File: config.mk
export PLATFORM = sky130hd
export DESIGN_NAME = pipe_stage_reg
export DESIGN_NICKNAME = d
export VERILOG_FILES = /design/src/rtl/pipe_pkg.sv /design/src/rtl/pipe_stall_ctr.sv /design/src/rtl/pipe_stage_reg.sv
export SDC_FILE = /design/constraint.sdc
export NUM_CORES = 1
export LEC_CHECK = 0
export CAP_MARGIN = 40
export CORE_UTILIZATION = 43
export CTS_CLUSTER_SIZE = 12
export DETAILED_ROUTE_END_ITERATION = 10
export PLACE_DENSITY = 0.82
export SLEW_MARGIN = 10
export SYNTH_ARGS = -nofsm -noshare
export SYNTH_HDL_FRONTEND = slang
export SYNTH_HIERARCHICAL = 1
export SYNTH_SLANG_ARGS = --single-unit
export TNS_END_PERCENT = 100
File: constraint.sdc
create_clock -name clk -period 2.2 [get_ports clk]
set_clock_uncertainty 0.1 [all_clocks]
set_input_delay 0.22 -clock clk [delete_from_list [all_inputs] [get_ports clk]]
set_output_delay 0.22 -clock clk [all_outputs]
set_load 0.1 [all_outputs]
File: src/rtl/pipe_pkg.sv
// Shared types and constants for handshaked pipeline stage registers.
// Also holds the FSM encoding used when PIPE_STAGE_SKID_EN is defined.
package pipe_pkg;

  typedef enum logic [1:0] {
    PS_EMPTY = 2'd0,
    PS_ONE   = 2'd1,
    PS_TWO   = 2'd2
  } pipe_state_t;

  localparam logic [31:0] RV32I_NOP = 32'h00000013;

endpackage

File: src/rtl/pipe_stall_ctr.sv
// Saturating back-pressure cycle counter, cleared only by rst.
module pipe_stall_ctr #(
  parameter int CNT_W = 16
) (
  input  logic             clk,
  input  logic             rst,
  input  logic             inc,
  output logic [CNT_W-1:0] count
);

  logic [CNT_W-1:0] cnt_q, cnt_d;

  always_comb begin
    cnt_d = cnt_q;
    if (inc && (cnt_q != '1)) begin
      cnt_d = cnt_q + 1'b1;
    end
  end

  always_ff @(posedge clk) begin
    if (rst) begin
      cnt_q <= '0;
    end else begin
      cnt_q <= cnt_d;
    end
  end

  assign count = cnt_q;

endmodule

File: src/rtl/pipe_stage_reg.sv
// Handshaked pipeline stage register with flush and stall counter.
// Define PIPE_STAGE_SKID_EN for the two-entry skid buffer variant.
module pipe_stage_reg
  import pipe_pkg::*;
#(
  parameter int               WIDTH  = 32,
  parameter logic [WIDTH-1:0] BUBBLE = '0,
  parameter int               CNT_W  = 16
) (
  input  logic             clk,
  input  logic             rst,
  input  logic             flush,
  input  logic             in_valid,
  output logic             in_ready,
  input  logic [WIDTH-1:0] in_data,
  output logic             out_valid,
  input  logic             out_ready,
  output logic [WIDTH-1:0] out_data,
  output logic [1:0]       occupancy,
  output logic [CNT_W-1:0] stall_cnt
);

  logic             head_valid;
  logic [WIDTH-1:0] head_q, head_d;
  logic             in_xfer, out_xfer;

  assign out_valid = head_valid && !flush;
  assign out_data  = out_valid ? head_q : BUBBLE;
  assign in_xfer   = in_valid && in_ready;
  assign out_xfer  = out_valid && out_ready;

`ifdef PIPE_STAGE_SKID_EN

  pipe_state_t      state_q, state_d;
  logic [WIDTH-1:0] skid_q, skid_d;

  // Ready derives only from registered state; rst gate keeps it low in reset.
  assign in_ready   = !rst && (state_q != PS_TWO);
  assign head_valid = (state_q != PS_EMPTY);
  assign occupancy  = state_q;

  always_comb begin
    state_d = state_q;
    head_d  = head_q;
    skid_d  = skid_q;
    if (flush) begin
      state_d = PS_EMPTY;
    end else begin
      unique case (state_q)
        PS_EMPTY: begin
          if (in_xfer) begin
            head_d  = in_data;
            state_d = PS_ONE;
          end
        end
        PS_ONE: begin
          if (in_xfer && out_xfer) begin
            head_d = in_data;
          end else if (out_xfer) begin
            state_d = PS_EMPTY;
          end else if (in_xfer) begin
            skid_d  = in_data;
            state_d = PS_TWO;
          end
        end
        PS_TWO: begin
          if (out_xfer) begin
            head_d  = skid_q;
            state_d = PS_ONE;
          end
        end
        default: state_d = PS_EMPTY;
      endcase
    end
  end

  always_ff @(posedge clk) begin
    if (rst) begin
      state_q <= PS_EMPTY;
      head_q  <= '0;
      skid_q  <= '0;
    end else begin
      state_q <= state_d;
      head_q  <= head_d;
      skid_q  <= skid_d;
    end
  end

`else

  logic vld_q, vld_d;

  assign in_ready   = !rst && (!vld_q || out_ready);
  assign head_valid = vld_q;
  assign occupancy  = {1'b0, vld_q};

  always_comb begin
    vld_d  = vld_q;
    head_d = head_q;
    if (flush) begin
      vld_d = 1'b0;
    end else if (in_xfer) begin
      head_d = in_data;
      vld_d  = 1'b1;
    end else if (out_xfer) begin
      vld_d = 1'b0;
    end
  end

  always_ff @(posedge clk) begin
    if (rst) begin
      vld_q  <= 1'b0;
      head_q <= '0;
    end else begin
      vld_q  <= vld_d;
      head_q <= head_d;
    end
  end

`endif

  pipe_stall_ctr #(.CNT_W(CNT_W)) u_stall (
    .clk   (clk),
    .rst   (rst),
    .inc   (out_valid && !out_ready),
    .count (stall_cnt)
  );

endmodule
==> impl_metrics.prom, run 1 <==
# TYPE chip_impl_metric gauge
chip_impl_info{name="cts.root.buffer_cell",value="sky130_fd_sc_hd__clkbuf_8"} 1
chip_impl_metric{name="cp.arrival",unit="ps"} 1990
chip_impl_metric{name="dp.cells",unit=""} 366
chip_impl_metric{name="final.period_utilization",unit="%"} 86.7
chip_impl_info{name="grt_setup_unrepaired",value="no"} 1
chip_impl_info{name="synthTopCellsByCount",value="49 x sky130_fd_sc_hd__dfxtp_1, 32 x sky130_fd_sc_hd__a22o_1, 32 x sky130_fd_sc_hd__and2_1"} 1
chip_impl_metric{name="worst_slew_pin_slew",unit="ps"} 538
chip_impl_metric{name="synth_warnings",unit=""} 6
chip_impl_info{name="dominantRegCellSynth",value="sky130_fd_sc_hd__dfxtp_1"} 1
chip_impl_metric{name="initial_drt_markers",unit=""} 95
chip_impl_metric{name="routedWlPerCell",unit="µm"} 14.5
chip_impl_info{name="crit-reg2reg-launch",value="u_stall/count[0]$_SDFFE_PP0P_"} 1
chip_impl_metric{name="cts-buffers-inserted",unit=""} 5
chip_impl_metric{name="grt_use_total",unit="%"} 21.1
chip_impl_metric{name="layout.core_utilization",unit="%"} 73.1
chip_impl_metric{name="period_needed",unit="ps"} 1910
chip_impl_metric{name="seq_area_frac_synth",unit="%"} 45.1
chip_impl_metric{name="n_antenna_cell",unit=""} 0
chip_impl_info{name="synth_top_cells_by_area",value="sky130_fd_sc_hd__dfxtp_1 45%, sky130_fd_sc_hd__a22o_1 13%, sky130_fd_sc_hd__and2_1 9.2%"} 1
chip_impl_metric{name="synth_enable_flop_cells",unit=""} 0
chip_impl_metric{name="effective_utilization_at_floorplan",unit="%"} 45.4
chip_impl_metric{name="worst_slack",unit="ps"} 294
chip_impl_info{name="cp-start-kind",value="register"} 1
chip_impl_metric{name="maxCapViolations",unit=""} 0
chip_impl_metric{name="fp-row-count",unit=""} 25
chip_impl_info{name="netlist.top_cell.by_area",value="sky130_fd_sc_hd__dfxtp_1"} 1
chip_impl_metric{name="final_nets",unit=""} 344
chip_impl_metric{name="synth_simple_gate_area_share",unit="%"} 26.2
chip_impl_metric{name="final-max-slew-violation-count",unit=""} 0
chip_impl_info{name="holdCritPathClass",value="register to register"} 1
chip_impl_metric{name="maximum_vdd_drop",unit="mV"} 0.353
chip_impl_metric{name="initial_antenna_violation_count",unit=""} 0
chip_impl_metric{name="area_delta_synth_final",unit="%"} 60.9
chip_impl_info{name="critPathKind",value="register to register"} 1
chip_impl_metric{name="synth_area",unit="µm²"} 2170
chip_impl_info{name="largest_family_of_logic_cells_by_synthesized_area",value="simple AND/OR/NAND/NOR gates"} 1
chip_impl_metric{name="floorplan.die_area",unit="µm²"} 5340
chip_impl_metric{name="final-instance-count-excl-fill",unit=""} 374
chip_impl_metric{name="max_freq",unit="GHz"} 0.525
chip_impl_metric{name="report.final.hold_viol_count",unit=""} 0
chip_impl_metric{name="critical_path_peak_fanout",unit=""} 8
chip_impl_info{name="outcome",value="completed"} 1
chip_impl_metric{name="final_layout_size_suffix_gt1_share",unit="%"} 32.2
chip_impl_metric{name="grt_first_pass_wirelength",unit="µm"} 8780
chip_impl_metric{name="postCtsSetupBuffers",unit=""} 0
chip_impl_metric{name="synth_compound_gate_area_share",unit="%"} 20.1
chip_impl_metric{name="hold_ws",unit="ps"} 374
chip_impl_metric{name="place.detailed.hpwl",unit="µm"} 4070
chip_impl_metric{name="cellPowerDensity",unit="nW/µm²"} 476
chip_impl_metric{name="globalplace.congestion",unit=""} 0.826
chip_impl_metric{name="worst-endpoint-required",unit="ps"} 2280
chip_impl_metric{name="first_pass_iters",unit=""} 4
chip_impl_metric{name="core-area",unit="µm²"} 4790
chip_impl_metric{name="max_slew_margin",unit="%"} 63.7
chip_impl_metric{name="total_length_of_routed_wires",unit="µm"} 5430
chip_impl_metric{name="detailedPlace.worstSlack",unit="ps"} 79.4
chip_impl_metric{name="die_w",unit="µm"} 73.1
chip_impl_metric{name="drt_drc_violations_left",unit=""} 0
chip_impl_metric{name="async_flop_share",unit="%"} 0
chip_impl_metric{name="post_synth_num_cell_types",unit=""} 39
chip_impl_metric{name="antenna_viol_nets_final",unit=""} 0
chip_impl_metric{name="totalNegativeSetupSlack",unit="ps"} 0
chip_impl_metric{name="cts-hold-fix-buffers",unit=""} 0
chip_impl_metric{name="synth.area.mux_share",unit="%"} 0.979
chip_impl_metric{name="postSynthCellCount",unit=""} 218
chip_impl_metric{name="timing.final.setup_violations",unit=""} 0
chip_impl_metric{name="clk_transition_reported_paths",unit="ps"} 90
chip_impl_metric{name="route.detailed.vias_per_inst",unit=""} 5.32
chip_impl_metric{name="postSynthAreaPerCell",unit="µm²"} 9.97
chip_impl_metric{name="maximum_buffer_depth_of_the_clock_tree",unit=""} 2
chip_impl_metric{name="gr-total-overflow",unit=""} 0
chip_impl_metric{name="total_of_fill_cells_in_the_finished_design",unit=""} 338
chip_impl_metric{name="synth_top_cell_area_share",unit="%"} 45.1
chip_impl_metric{name="pin_count",unit=""} 89
chip_impl_metric{name="power_leakage",unit="µW"} 0.00137
chip_impl_metric{name="routed-via-count",unit=""} 1990
chip_impl_info{name="synth_most_common_cell",value="sky130_fd_sc_hd__dfxtp_1"} 1
chip_impl_metric{name="numClockSinks",unit=""} 49
chip_impl_metric{name="grt_pass1_vias",unit=""} 1898
chip_impl_metric{name="pin_count_of_the_biggest_net_entering_global_routing",unit=""} 34
chip_impl_metric{name="net_count_synth",unit=""} 256
chip_impl_metric{name="synth-adder-area-share",unit="%"} 0.576
chip_impl_metric{name="post_synth_xor_area_fraction",unit="%"} 0.806
chip_impl_metric{name="placement.io_buffers",unit=""} 87
chip_impl_metric{name="dieHeight",unit="µm"} 73.1
chip_impl_info{name="hold_path.startpoint",value="head_q[15]$_SDFFE_PP0P_"} 1
chip_impl_info{name="cp-end-kind",value="register"} 1
chip_impl_info{name="startpoint",value="u_stall/count[0]$_SDFFE_PP0P_"} 1
chip_impl_info{name="cts_tree",value="yes"} 1
chip_impl_metric{name="cts-resized-gates",unit=""} 0
chip_impl_metric{name="h_tree_lvls",unit=""} 2
chip_impl_metric{name="clock_latency",unit="ps"} 290
chip_impl_metric{name="ys_seq_elements",unit=""} 49
==> final timing paths <==
check | to | slack (ps) | cells after the start
max | u_stall/count[11]$_SDFFE_PP0P_ | 290 | 6
min | head_q[15]$_SDFFE_PP0P_ | 370 | 1
max reg2reg | u_stall/count[11]$_SDFFE_PP0P_ | 290 | 6
min reg2reg | head_q[15]$_SDFFE_PP0P_ | 370 | 1
==> final cells by class <==
| cell class | instances | area [µm²] | area share (%) |
|---|---|---|---|
| clock buffers | 7 | 76.3 | 2.18 |
| well taps | 67 | 83.8 | 2.40 |
| multi-input cells | 149 | 1070 | 30.7 |
| clock inverters | 1 | 7.51 | 0.215 |
| flip-flops and latches | 49 | 1000 | 28.6 |
| inverters | 5 | 18.8 | 0.537 |
| repair buffers | 96 | 1240 | 35.3 |
==> state kept, by name, indices dropped and copies added, names as in the netlist <==
| signal | count |
|---|---|
| head_valid | 1 |
| head_q | 32 |
| u_stall/count | 16 |
==> metal layers <==
layer	GRT usage [%]	routed length, µm	part of all wire, %	vias to the layer above
met3	9.67	574	11	4
li1	-	-	-	971
met1	25.6	2300	42	933
met2	34.0	2520	46	82
met5	0	0	0	-
met4	5.23	43	0.79	0
==> critical path, stage by stage, from the launching register on <==
cell	delay (ps)
sky130_fd_sc_hd__dfxtp_2	350
sky130_fd_sc_hd__ha_1	260
sky130_fd_sc_hd__nand3_1	150
sky130_fd_sc_hd__nor4_4	50
sky130_fd_sc_hd__buf_4	160
sky130_fd_sc_hd__nor4bb_1	350
sky130_fd_sc_hd__mux2_2	370
==> per-stage QoR <==
step | cell area, µm² | total power, µW
2_1_floorplan | 2200 | 1070
3_3_place_gp | 3410 | 1170
3_5_place_dp | 3410 | 1170
6_report | 3500 | 1660
4_1_cts | 3500 | 1680
5_1_grt | 3500 | 1740
==> cells by family after synthesis <==
group	after synthesis
adders and majority gates	1
other	1
xor gates and xnor gates	2
buffers and inverters	20
and+or+nand+nor	87
DFF	49
AOI/OAI and AO/OA	56
muxes	2
==> report_power, final <==
group	internal, µW	switching, µW	total (µW)
combinational	110	112	222
sequential	916	15.1	931
clock	226	286	511
total	1250	413	1660
==> layout by cell type, fill, tap and decap left out, types with 7 or more instances in the layout <==
master                            count
sky130_fd_sc_hd__or4_1                7
sky130_fd_sc_hd__and2_1              23
sky130_fd_sc_hd__clkdlybuf4s50_1     36
sky130_fd_sc_hd__dfxtp_1             33
sky130_fd_sc_hd__buf_4               26
sky130_fd_sc_hd__buf_12              34
sky130_fd_sc_hd__dfxtp_2             16
sky130_fd_sc_hd__a21oi_1             10
sky130_fd_sc_hd__a22o_1              32
sky130_fd_sc_hd__nor2_1               8
sky130_fd_sc_hd__and2_2               9
Note: power is estimated with default switching activity, not from simulation.
==> run 2, diff against run 1 <==
--- a/config.mk
+++ b/config.mk
@@ -7,9 +7,10 @@
 export LEC_CHECK = 0
 export CAP_MARGIN = 40
 export CORE_UTILIZATION = 43
+export CTS_CLUSTER_DIAMETER = 120
 export CTS_CLUSTER_SIZE = 12
 export DETAILED_ROUTE_END_ITERATION = 10
-export PLACE_DENSITY = 0.82
+export PLACE_DENSITY = 0.9
 export SLEW_MARGIN = 10
 export SYNTH_ARGS = -nofsm -noshare
 export SYNTH_HDL_FRONTEND = slang
==> impl_metrics.prom, run 2 (synthesized netlist as in run 1, its figures left out) <==
# TYPE chip_impl_metric gauge
chip_impl_metric{name="worstPathBufferInverterCount",unit=""} 1
chip_impl_metric{name="pwr-share-seq",unit="%"} 56.2
chip_impl_metric{name="maximum_buffer_depth_of_the_clock_tree",unit=""} 2
chip_impl_metric{name="final_nets",unit=""} 343
chip_impl_metric{name="core-area",unit="µm²"} 4790
chip_impl_metric{name="internal-power",unit="µW"} 1250
chip_impl_metric{name="timing.final.setup_violations",unit=""} 0
chip_impl_metric{name="power_switching",unit="µW"} 406
chip_impl_metric{name="drt_drc_violations_left",unit=""} 0
chip_impl_metric{name="routed-via-count",unit=""} 2001
chip_impl_metric{name="maximum_vdd_drop",unit="mV"} 0.363
chip_impl_metric{name="seq_area",unit="µm²"} 1000
chip_impl_metric{name="final_layout_size_suffix_gt1_share",unit="%"} 31.7
chip_impl_metric{name="globalplace.congestion",unit=""} 0.822
chip_impl_metric{name="detailedPlace.worstSlack",unit="ps"} 38.7
chip_impl_metric{name="hold_ws",unit="ps"} 373
chip_impl_metric{name="total_of_fill_cells_in_the_finished_design",unit=""} 318
chip_impl_metric{name="clock_power_share",unit="%"} 30.3
chip_impl_metric{name="totalNegativeSetupSlack",unit="ps"} 0
chip_impl_metric{name="max_slew_margin",unit="%"} 65.7
chip_impl_info{name="cp_delay_by_family_top",value="simple AND/OR/NAND/NOR gates"} 1
chip_impl_metric{name="r2r_setup_slack",unit="ps"} 270
chip_impl_metric{name="fp-row-count",unit=""} 25
chip_impl_info{name="worstPathCellList",value="ha_1, nand3_1, nor4_4, buf_4, nor4bb_1, mux2_2"} 1
chip_impl_info{name="mostFrequentLayoutCells",value="36 x sky130_fd_sc_hd__clkdlybuf4s50_1, 34 x sky130_fd_sc_hd__buf_12, 33 x sky130_fd_sc_hd__dfxtp_1"} 1
chip_impl_metric{name="antenna_viol_nets_final",unit=""} 0
chip_impl_metric{name="gr-total-overflow",unit=""} 0
chip_impl_metric{name="cts-buffers-inserted",unit=""} 5
chip_impl_metric{name="grt_pass1_vias",unit=""} 1995
chip_impl_metric{name="dieHeight",unit="µm"} 73.1
chip_impl_info{name="grt_setup_unrepaired",value="no"} 1
chip_impl_info{name="startpoint",value="u_stall/count[0]$_SDFFE_PP0P_"} 1
chip_impl_metric{name="postCtsSetupBuffers",unit=""} 0
chip_impl_metric{name="max_freq",unit="GHz"} 0.519
chip_impl_info{name="cts.root.buffer_cell",value="sky130_fd_sc_hd__clkbuf_8"} 1
chip_impl_info{name="holdCritPathClass",value="register to register"} 1
chip_impl_info{name="hold_path.startpoint",value="head_q[10]$_SDFFE_PP0P_"} 1
chip_impl_info{name="crit-reg2reg-launch",value="u_stall/count[0]$_SDFFE_PP0P_"} 1
chip_impl_metric{name="total_area_of_multi_input_combinational_cells",unit="µm²"} 1070
chip_impl_info{name="final_common_cell",value="sky130_fd_sc_hd__clkdlybuf4s50_1"} 1
chip_impl_metric{name="cp.arrival",unit="ps"} 2020
chip_impl_metric{name="worst_slew_pin_slew",unit="ps"} 508
chip_impl_metric{name="layout.core_utilization",unit="%"} 72.8
chip_impl_info{name="critical-path-slowest-cell",value="sky130_fd_sc_hd__mux2_2"} 1
chip_impl_metric{name="cellPowerDensity",unit="nW/µm²"} 476
chip_impl_metric{name="clk_transition_reported_paths",unit="ps"} 80
chip_impl_metric{name="route.detailed.vias_per_inst",unit=""} 5.36
chip_impl_metric{name="final-max-slew-violation-count",unit=""} 0
chip_impl_metric{name="first_pass_iters",unit=""} 4
chip_impl_metric{name="p_sw_share",unit="%"} 24.5
chip_impl_metric{name="die_w",unit="µm"} 73.1
chip_impl_info{name="largest_register",value="head_q"} 1
chip_impl_metric{name="maxCapViolations",unit=""} 0
chip_impl_metric{name="h_tree_lvls",unit=""} 2
chip_impl_info{name="cp-end-kind",value="register"} 1
chip_impl_info{name="cts_tree",value="yes"} 1
chip_impl_metric{name="effective_utilization_at_floorplan",unit="%"} 45.4
chip_impl_metric{name="grt_use_total",unit="%"} 23.0
chip_impl_metric{name="initial_drt_markers",unit=""} 104
chip_impl_metric{name="area_delta_synth_final",unit="%"} 60.4
chip_impl_info{name="cp-start-kind",value="register"} 1
chip_impl_metric{name="critical_path_peak_fanout",unit=""} 18
chip_impl_metric{name="n_antenna_cell",unit=""} 0
chip_impl_metric{name="report.final.hold_viol_count",unit=""} 0
chip_impl_metric{name="slowest_delay",unit="ps"} 370
chip_impl_metric{name="worst-endpoint-required",unit="ps"} 2290
chip_impl_metric{name="floorplan.die_area",unit="µm²"} 5340
chip_impl_metric{name="place.detailed.hpwl",unit="µm"} 4270
chip_impl_metric{name="period_needed",unit="ps"} 1930
chip_impl_metric{name="worst_slack",unit="ps"} 274
chip_impl_metric{name="clock_latency",unit="ps"} 300
chip_impl_metric{name="final.period_utilization",unit="%"} 87.6
chip_impl_metric{name="pin_count",unit=""} 89
chip_impl_metric{name="grt_first_pass_wirelength",unit="µm"} 9390
chip_impl_metric{name="total_length_of_routed_wires",unit="µm"} 5720
chip_impl_info{name="critPathKind",value="register to register"} 1
chip_impl_metric{name="largest_register_ffs",unit=""} 32
chip_impl_metric{name="comb_power_share",unit="%"} 13.5
chip_impl_metric{name="power_leakage",unit="µW"} 0.00137
chip_impl_metric{name="numClockSinks",unit=""} 49
chip_impl_metric{name="placement.io_buffers",unit=""} 87
chip_impl_metric{name="cts-resized-gates",unit=""} 0
chip_impl_info{name="outcome",value="completed"} 1
chip_impl_metric{name="pin_count_of_the_biggest_net_entering_global_routing",unit=""} 34
chip_impl_metric{name="initial_antenna_violation_count",unit=""} 0
chip_impl_metric{name="routedWlPerCell",unit="µm"} 15.3
chip_impl_metric{name="cts-hold-fix-buffers",unit=""} 0
run 2: cell count changes in the layout (fill, tap and decap cells not counted), sizes merged:
| cell | delta |
|---|---|
| clkbuf | +1 |
| buf | -1 |
| clkinvlp | -1 |
run 2: layout make-up:
| cell class | count | share of cell area, % |
|---|---|---|
| clock buffers | 8 | 2.30 |
| inverters | 5 | 0.538 |
| multi-input cells | 149 | 30.8 |
| flip-flops and latches | 49 | 28.7 |
| well taps | 67 | 2.40 |
| repair buffers | 95 | 35.2 |
run 2: metal layers:
| metal | part of all wire [%] | vias up | GRT usage (%) |
|---|---|---|---|
| met5 | 0 | - | 0 |
| met4 | 0.77 | 0 | 6.97 |
| met3 | 8.8 | 6 | 9.53 |
| met2 | 52 | 84 | 39.4 |
| met1 | 39 | 944 | 26.0 |
| li1 | - | 967 | - |
run 2: final timing paths:
kind                                         end  depth (start not counted)
hold / removal           head_q[10]$_SDFFE_PP0P_                          1
hold reg to reg          head_q[10]$_SDFFE_PP0P_                          1
setup reg to reg  u_stall/count[11]$_SDFFE_PP0P_                          6
setup / recovery  u_stall/count[11]$_SDFFE_PP0P_                          6
run 2: metrics by stage:
stage,area [µm²],instances,total power [µW]
5_1_grt,3490,373,1730
4_1_cts,3490,373,1670
6_report,3490,373,1660
3_3_place_gp,3410,365,1170
2_1_floorplan,2200,218,1070
3_5_place_dp,3410,365,1180
run 2: power by group through the flow:
stage	combinational (µW)	sequential [µW]	clock, µW
2_1_floorplan	123	950	0
5_1_grt	237	936	560
6_report	224	932	503
3_5_place_dp	225	952	0
3_3_place_gp	219	950	0
4_1_cts	226	932	517
==> run 3, diff against run 2 <==
--- a/config.mk
+++ b/config.mk
@@ -10,7 +10,10 @@
 export CTS_CLUSTER_DIAMETER = 120
 export CTS_CLUSTER_SIZE = 12
 export DETAILED_ROUTE_END_ITERATION = 10
+export HOLD_SLACK_MARGIN = 0.15
 export PLACE_DENSITY = 0.9
+export REMOVE_ABC_BUFFERS = 1
+export SKIP_CTS_REPAIR_TIMING = 1
 export SLEW_MARGIN = 10
 export SYNTH_ARGS = -nofsm -noshare
 export SYNTH_HDL_FRONTEND = slang
==> impl_metrics.prom, run 3 (synthesized netlist as in run 1, its figures left out) <==
# TYPE chip_impl_metric gauge
chip_impl_info{name="outcome",value="completed"} 1
chip_impl_metric{name="final_nets",unit=""} 341
chip_impl_metric{name="globalplace.congestion",unit=""} 0.828
chip_impl_info{name="cp-start-kind",value="register"} 1
chip_impl_metric{name="placement.io_buffers",unit=""} 87
chip_impl_info{name="critPathKind",value="register to register"} 1
chip_impl_metric{name="cts-buffers-inserted",unit=""} 5
chip_impl_metric{name="worst-endpoint-required",unit="ps"} 2320
chip_impl_metric{name="total_length_of_routed_wires",unit="µm"} 5540
chip_impl_metric{name="drt_drc_violations_left",unit=""} 0
chip_impl_metric{name="grt_pass1_vias",unit=""} 1937
chip_impl_info{name="timing.rr.end",value="u_stall/count[15]$_SDFFE_PP0P_"} 1
chip_impl_metric{name="final_layout_size_suffix_gt1_share",unit="%"} 23.0
chip_impl_metric{name="total_power",unit="µW"} 1660
chip_impl_metric{name="initial_drt_markers",unit=""} 168
chip_impl_metric{name="timing.final.setup_violations",unit=""} 0
chip_impl_metric{name="clk_transition_reported_paths",unit="ps"} 80
chip_impl_info{name="largest_register",value="head_q"} 1
chip_impl_info{name="cp-end-kind",value="register"} 1
chip_impl_metric{name="worst_slack",unit="ps"} 272
chip_impl_metric{name="detailed_place.area",unit="µm²"} 3360
chip_impl_metric{name="power_leakage",unit="µW"} 0.00134
chip_impl_metric{name="cellPowerDensity",unit="nW/µm²"} 482
chip_impl_info{name="startpoint",value="u_stall/count[5]$_SDFFE_PP0P_"} 1
chip_impl_metric{name="grt_first_pass_wirelength",unit="µm"} 9060
chip_impl_metric{name="area_delta_synth_final",unit="%"} 58.3
chip_impl_metric{name="maxCapViolations",unit=""} 0
chip_impl_metric{name="pin_count",unit=""} 89
chip_impl_metric{name="worst_r2r_path_depth",unit=""} 4
chip_impl_info{name="cts_tree",value="yes"} 1
chip_impl_metric{name="worst_slew_pin_slew",unit="ps"} 596
chip_impl_metric{name="detailedPlace.worstSlack",unit="ps"} 51.5
chip_impl_metric{name="routedWlPerCell",unit="µm"} 14.9
chip_impl_metric{name="routed-via-count",unit=""} 1996
chip_impl_info{name="final_common_cell",value="sky130_fd_sc_hd__dfxtp_1"} 1
chip_impl_metric{name="n_antenna_cell",unit=""} 0
chip_impl_metric{name="grt_use_total",unit="%"} 22.2
chip_impl_metric{name="clock_latency",unit="ps"} 300
chip_impl_metric{name="dieHeight",unit="µm"} 73.1
chip_impl_info{name="crit-reg2reg-launch",value="u_stall/count[5]$_SDFFE_PP0P_"} 1
chip_impl_metric{name="max_slew_margin",unit="%"} 59.8
chip_impl_info{name="grt_setup_unrepaired",value="no"} 1
chip_impl_metric{name="dp.cells",unit=""} 363
chip_impl_info{name="cts.root.buffer_cell",value="sky130_fd_sc_hd__clkbuf_8"} 1
chip_impl_metric{name="cp.arrival",unit="ps"} 2050
chip_impl_metric{name="route.detailed.vias_per_inst",unit=""} 5.38
chip_impl_metric{name="floorplan.die_area",unit="µm²"} 5340
chip_impl_metric{name="critical_path_peak_fanout",unit=""} 7
chip_impl_metric{name="antenna_viol_nets_final",unit=""} 0
chip_impl_metric{name="initial_antenna_violation_count",unit=""} 0
chip_impl_metric{name="period_needed",unit="ps"} 1930
chip_impl_metric{name="layout.cell_area.non_filler",unit="µm²"} 3440
chip_impl_metric{name="first_pass_iters",unit=""} 4
chip_impl_metric{name="maximum_vdd_drop",unit="mV"} 0.393
chip_impl_metric{name="effective_utilization_at_floorplan",unit="%"} 45.4
chip_impl_metric{name="largest_register_ffs",unit=""} 32
chip_impl_metric{name="fp-row-count",unit=""} 25
chip_impl_metric{name="final.period_utilization",unit="%"} 87.6
chip_impl_metric{name="maximum_buffer_depth_of_the_clock_tree",unit=""} 2
chip_impl_info{name="mostFrequentLayoutCells",value="49 x sky130_fd_sc_hd__dfxtp_1, 36 x sky130_fd_sc_hd__clkdlybuf4s50_1, 34 x sky130_fd_sc_hd__buf_12"} 1
chip_impl_metric{name="die_w",unit="µm"} 73.1
chip_impl_metric{name="pin_count_of_the_biggest_net_entering_global_routing",unit=""} 34
chip_impl_metric{name="final-max-slew-violation-count",unit=""} 0
chip_impl_metric{name="max_freq",unit="GHz"} 0.519
chip_impl_metric{name="h_tree_lvls",unit=""} 2
chip_impl_metric{name="numClockSinks",unit=""} 49
chip_impl_metric{name="gr-total-overflow",unit=""} 0
chip_impl_metric{name="total_of_fill_cells_in_the_finished_design",unit=""} 320
chip_impl_metric{name="report.final.hold_viol_count",unit=""} 0
chip_impl_metric{name="r2r_setup_slack",unit="ps"} 270
chip_impl_metric{name="hold_ws",unit="ps"} 377
chip_impl_info{name="setup.worst_path.end",value="u_stall/count[15]$_SDFFE_PP0P_"} 1
chip_impl_metric{name="final-instance-count-excl-fill",unit=""} 371
chip_impl_metric{name="core-area",unit="µm²"} 4790
chip_impl_info{name="holdCritPathClass",value="register to register"} 1
chip_impl_metric{name="place.detailed.hpwl",unit="µm"} 4220
[run 3: cell type report]
class | count | area (µm²) | share of cell area, %
inverters | 5 | 18.8 | 0.546
well taps | 67 | 83.8 | 2.44
flip-flops and latches | 49 | 981 | 28.5
repair buffers | 93 | 1210 | 35.3
multi-input cells | 149 | 1060 | 30.9
clock buffers | 8 | 80.1 | 2.33
[run 3: report_power, final]
group	switching (µW)	leakage, µW	internal (µW)
clock network	279	0.0000395	226
logic	113	0.000905	109
registers	15.7	0.000399	916
total	407	0.00134	1250
[run 3: stage by stage]
| stage | utilization (%) | TNS [ps] |
|---|---|---|
| 4_1_cts | 71.9 | 0 |
| 6_report | 71.9 | 0 |
| 5_1_grt | 71.9 | 0 |
| 3_3_place_gp | 70.2 | 0 |
| 2_1_floorplan | - | -104600 |
| 3_5_place_dp | 70.2 | 0 |
[run 3: worst min-delay path by stage]
stage / from / endpoint / slack [ps] / depth (start not counted)
floorplan: rst / u_stall/count[0]$_SDFFE_PP0P_ / 190 / 1
global placement: head_q[29]$_SDFFE_PP0P_ / head_q[29]$_SDFFE_PP0P_ / 350 / 1
detailed placement: head_q[0]$_SDFFE_PP0P_ / head_q[0]$_SDFFE_PP0P_ / 360 / 1
CTS: head_q[19]$_SDFFE_PP0P_ / head_q[19]$_SDFFE_PP0P_ / 380 / 1
global route: head_q[19]$_SDFFE_PP0P_ / head_q[19]$_SDFFE_PP0P_ / 390 / 1
finish: head_q[19]$_SDFFE_PP0P_ / head_q[19]$_SDFFE_PP0P_ / 380 / 1
[run 3: critical path, stage by stage (launching register included)]
cell	delay [ps]
sky130_fd_sc_hd__dfxtp_1	490
sky130_fd_sc_hd__nand4_4	200
sky130_fd_sc_hd__or4_1	460
sky130_fd_sc_hd__or4_1	430
sky130_fd_sc_hd__a21oi_1	170
[run 3: layer usage]
layer / GRT usage (%) / wire (µm) / vias to the layer above
met5: 0 / 0 / -
li1: - / - / 967
met3: 10.6 / 608 / 8
met4: 7.63 / 93 / 0
met2: 35.4 / 2610 / 85
met1: 25.9 / 2220 / 936
